[src/rtl/full_subtractor_pkg.sv]
// full_subtractor_pkg: shared constants for the registered subtractor datapath
package full_subtractor_pkg;
    localparam logic DIFF_RST_BIT = 1'b0;
endpackage

[src/rtl/full_subtractor_cell.sv]
// full_subtractor_cell: combinational 1-bit full subtractor cell
module full_subtractor_cell (
    input  logic a,
    input  logic b,
    input  logic bin,
    output logic d,
    output logic bout
);
    assign d    = a ^ b ^ bin;
    assign bout = (~a & b) | (~(a ^ b) & bin);
endmodule

[src/rtl/full_subtractor.sv]
// full_subtractor: registered WIDTH-bit subtractor D = A - B - bin with borrow-out and valid
module full_subtractor
    import full_subtractor_pkg::*;
#(
    parameter int WIDTH = 1
) (
    input  logic             clk,
    input  logic             rst_n,
    input  logic             in_valid,
    input  logic [WIDTH-1:0] inA,
    input  logic [WIDTH-1:0] inB,
    input  logic             inb,
    output logic [WIDTH-1:0] outD,
    output logic             outb,
    output logic             out_valid
);
    logic [WIDTH:0]   c;
    logic [WIDTH-1:0] diff;
    logic [WIDTH-1:0] d_q, d_d;
    logic             b_q, b_d, v_q, v_d;
    assign c[0] = inb;
    for (genvar g = 0; g < WIDTH; g++) begin : g_cell
        full_subtractor_cell u_cell (
            .a   (inA[g]),
            .b   (inB[g]),
            .bin (c[g]),
            .d   (diff[g]),
            .bout(c[g+1])
        );
    end
    always_comb begin
        d_d = in_valid ? diff : d_q;
        b_d = in_valid ? c[WIDTH] : b_q;
        v_d = in_valid;
    end
    always_ff @(posedge clk) begin
        if (!rst_n) begin
            d_q <= {WIDTH{DIFF_RST_BIT}};
            b_q <= 1'b0;
            v_q <= 1'b0;
        end else begin
            d_q <= d_d;
            b_q <= b_d;
            v_q <= v_d;
        end
    end
    assign outD      = d_q;
    assign outb      = b_q;
    assign out_valid = v_q;
endmodule

[config.mk]
export PLATFORM = sky130hd
export DESIGN_NAME = full_subtractor
export DESIGN_NICKNAME = d
export VERILOG_FILES = /design/src/rtl/full_subtractor_pkg.sv /design/src/rtl/full_subtractor_cell.sv /design/src/rtl/full_subtractor.sv
export SDC_FILE = /design/constraint.sdc
export NUM_CORES = 1
export LEC_CHECK = 0
export CORE_AREA = 3 3 40 42
export CTS_CLUSTER_DIAMETER = 200
export CTS_CLUSTER_SIZE = 40
export DETAILED_ROUTE_END_ITERATION = 10
export DIE_AREA = 0 0 43 45
export GPL_TIMING_DRIVEN = 1
export MAX_ROUTING_LAYER = met4
export PLACE_DENSITY = 0.3
export SLEW_MARGIN = 20
export SYNTH_ARGS = -nofsm -noshare
export SYNTH_HDL_FRONTEND = slang
export SYNTH_HIERARCHICAL = 1
export SYNTH_SLANG_ARGS = --single-unit
[constraint.sdc]
create_clock -name clk -period 1.2 [get_ports clk]
set_input_delay 0.18 -clock clk [delete_from_list [all_inputs] [get_ports clk]]
set_output_delay 0.18 -clock clk [all_outputs]
set_load 0.01 [all_outputs]
==> flow_summary.toml <==
[cts]
insertion_delay_ps = 230
clk_pin_slew_ps = 30
numCtsBuffers = 3
cts.sinks = 3
holdBufCountCts = 0
cts_root_buf = "clkbuf_4"
clockBufferDepth = 2
htree_levels = 1
cts_tree = "done"
cts_setup_buffers = 0

[sta]
finalSetupViolCount = 0
final-hold-violation-count = 0
tightestPinTransition_ps = 121
min_period_ps = 1160
fin_crit_sh_pct = 96.4
max_freq_mhz = 864
drv_slew = 0
rsz0062_at_grt = "false"
finClkSkew_ps = 0
max_slew_margin_pct = 91.7

[route]
first_pass_iters = 4
final_antenna_net_count = 0
route.detailed.drc = 0
first_iter_violations = 5
viasPerCell = 3.03
drt_wl_total_um = 310
wl_per_cell_um = 7.95
vias = 118

[synth]
netlist_instances = 12
netlist_area_sq_um = 131
yosys_register_bits = 3
yosysWarnings = 6
seq_area_frac_synth_pct = 45.7
avgSynthCellArea_sq_um = 10.9
yosys.cell_types.count = 6
syn_nets = 19

[setup_path]
worstPathMaxFanout = 1
crit_required_ps = 1320
crit_arrival_ps = 1280
critPathKind = "in2reg"
ff2ff_path_depth = 2
cp-start-kind = "primary input"
end_kind = "flop"

[floorplan]
core_sq_mm = 0.00128
dieArea_sq_mm = 0.00194
io_pins = 9
rows = 13
start_util_pct = 10.2
die_w_um = 43
die_h_um = 45

[place]
placed_area_sq_um = 230
place.gp.congestion = 0.607
portBuffers = 8
post-place-cells = 35
hpwl_um = 240

[pwr]
p_sw_uw = 70.9
p_sw_share_pct = 21.3
power_frac_seq_pct = 33.2
irDropWorstVdd_mv = 0.228
combinationalPowerShare_pct = 14.7
intPower_uw = 262
clkPwrFrac_pct = 52.1
p_leak_nw = 0.125
total_power_uw = 332
power_density_mw_per_mm2 = 1330

[layout]
multiInputGateArea_sq_um = 60.1
nets = 32
drive_gt1_share_pct = 16.7
final_cell_count_no_fill = 39
fin_area_sq_um = 250
fillCellCount = 148
regArea_sq_um = 60.1
syn_to_final_growth_pct = 90.5
diodes = 0

[global_route]
antenna_found_initial = 0
grt_pass1_wl_um = 538
grt_pass1_vias = 130
grtUsageTotal_pct = 4.71
grt_max_degree = 4
grt-ovfl-total = 0

[hold_path]
min_path_cells = 2
hold_path_class = "reg2reg"

[status]
status = "finished clean"

[run]
drv_cap = 0
[area by class of cell]
cell class                      instances  area share, %
Clock buffer                            4           10.5
Inverter                                3           4.50
Tap cell                               15           7.50
Multi-Input combinational cell          6           24.0
Sequential cell                         3           24.0
Timing Repair Buffer                    8           29.5
[power groups by stage]
| stage | sequential (mW) | clock [mW] | combinational, mW |
|---|---|---|---|
| global placement | 0.112 | 0 | 0.0580 |
| floorplan | 0.116 | 0 | 0.0164 |
| detailed placement | 0.112 | 0 | 0.0576 |
| global route | 0.111 | 0.201 | 0.0551 |
| CTS | 0.111 | 0.184 | 0.0508 |
| finish | 0.110 | 0.173 | 0.0490 |
[metrics by stage]
| stage | TNS [ps] | worst slack (ps) | util [%] | hold slack, ps |
|---|---|---|---|---|
| global route | 0 | 17.0 | 19.5 | 538 |
| CTS | 0 | 2.60 | 19.5 | 522 |
| floorplan | 0 | 263 | - | 308 |
| global placement | -415 | -263 | 17.9 | 498 |
| detailed placement | -436 | -283 | 17.9 | 515 |
| finish | 0 | 42.9 | 19.5 | 512 |
[kinds of logic after synthesis]
logic type,Yosys count,share of synthesized area [%]
buffers and inverters,3,8.57
flip-flops,3,45.7
AND/OR/NAND/NOR,3,15.2
adder cells (fa/ha/maj),1,15.2
multiplexers,2,15.2
[cells in the mapped netlist]
| cell | instances | area [sq um] |
|---|---|---|
| and2_2 | 1 | 7.51 |
| nor2b_1 | 2 | 12.5 |
| fa_1 | 1 | 20.0 |
| mux2i_1 | 2 | 20.0 |
| inv_1 | 3 | 11.3 |
| dfxtp_1 | 3 | 60.1 |
[critical path, stage by stage]
cell             delay, ps
clkdlybuf4s50_1        470
fa_1                   420
mux2i_1                150
nor2b_1                 60
[final timing paths]
check                                        from                end  slack (ps)
worst max-delay path                          inA  outD$_SDFFE_PN0P_          40
worst min-delay path            outD$_SDFFE_PN0P_  outD$_SDFFE_PN0P_         510
worst min register to register  outD$_SDFFE_PN0P_  outD$_SDFFE_PN0P_         510
worst max register to register  outD$_SDFFE_PN0P_  outD$_SDFFE_PN0P_         620
[flip-flops by register name, summed over array words and instances (netlist names)]
| name | cells |
|---|---|
| out_valid | 1 |
| outD | 1 |
| outb | 1 |
[per-layer routing]
metal  wire length (um)  part of all wire, %  GRT usage [%]  up-vias
met5                  0                    0              -        -
met4                  0                    0           5.42        0
met3                 53                   17           4.78        0
met2                138                   45           5.09        8
met1                118                   38           4.09       52
li1                   -                    -              -       58
[cell usage in the layout (no fill, tap or decap)]
cell type,n
fa_1,1
nor2b_1,2
and2_2,1
clkbuf_1,1
dlygate4sd2_1,5
clkbuf_4,3
clkdlybuf4s50_1,3
dfxtp_1,3
mux2i_1,2
inv_1,3
[timing repair]
action | in CTS | in global routing
endpoints found under the setup margin | 4 | 1
resized for setup | 5 | 0
pin swaps | 1 | 1
Note: power is estimated with default switching activity, not from simulation.
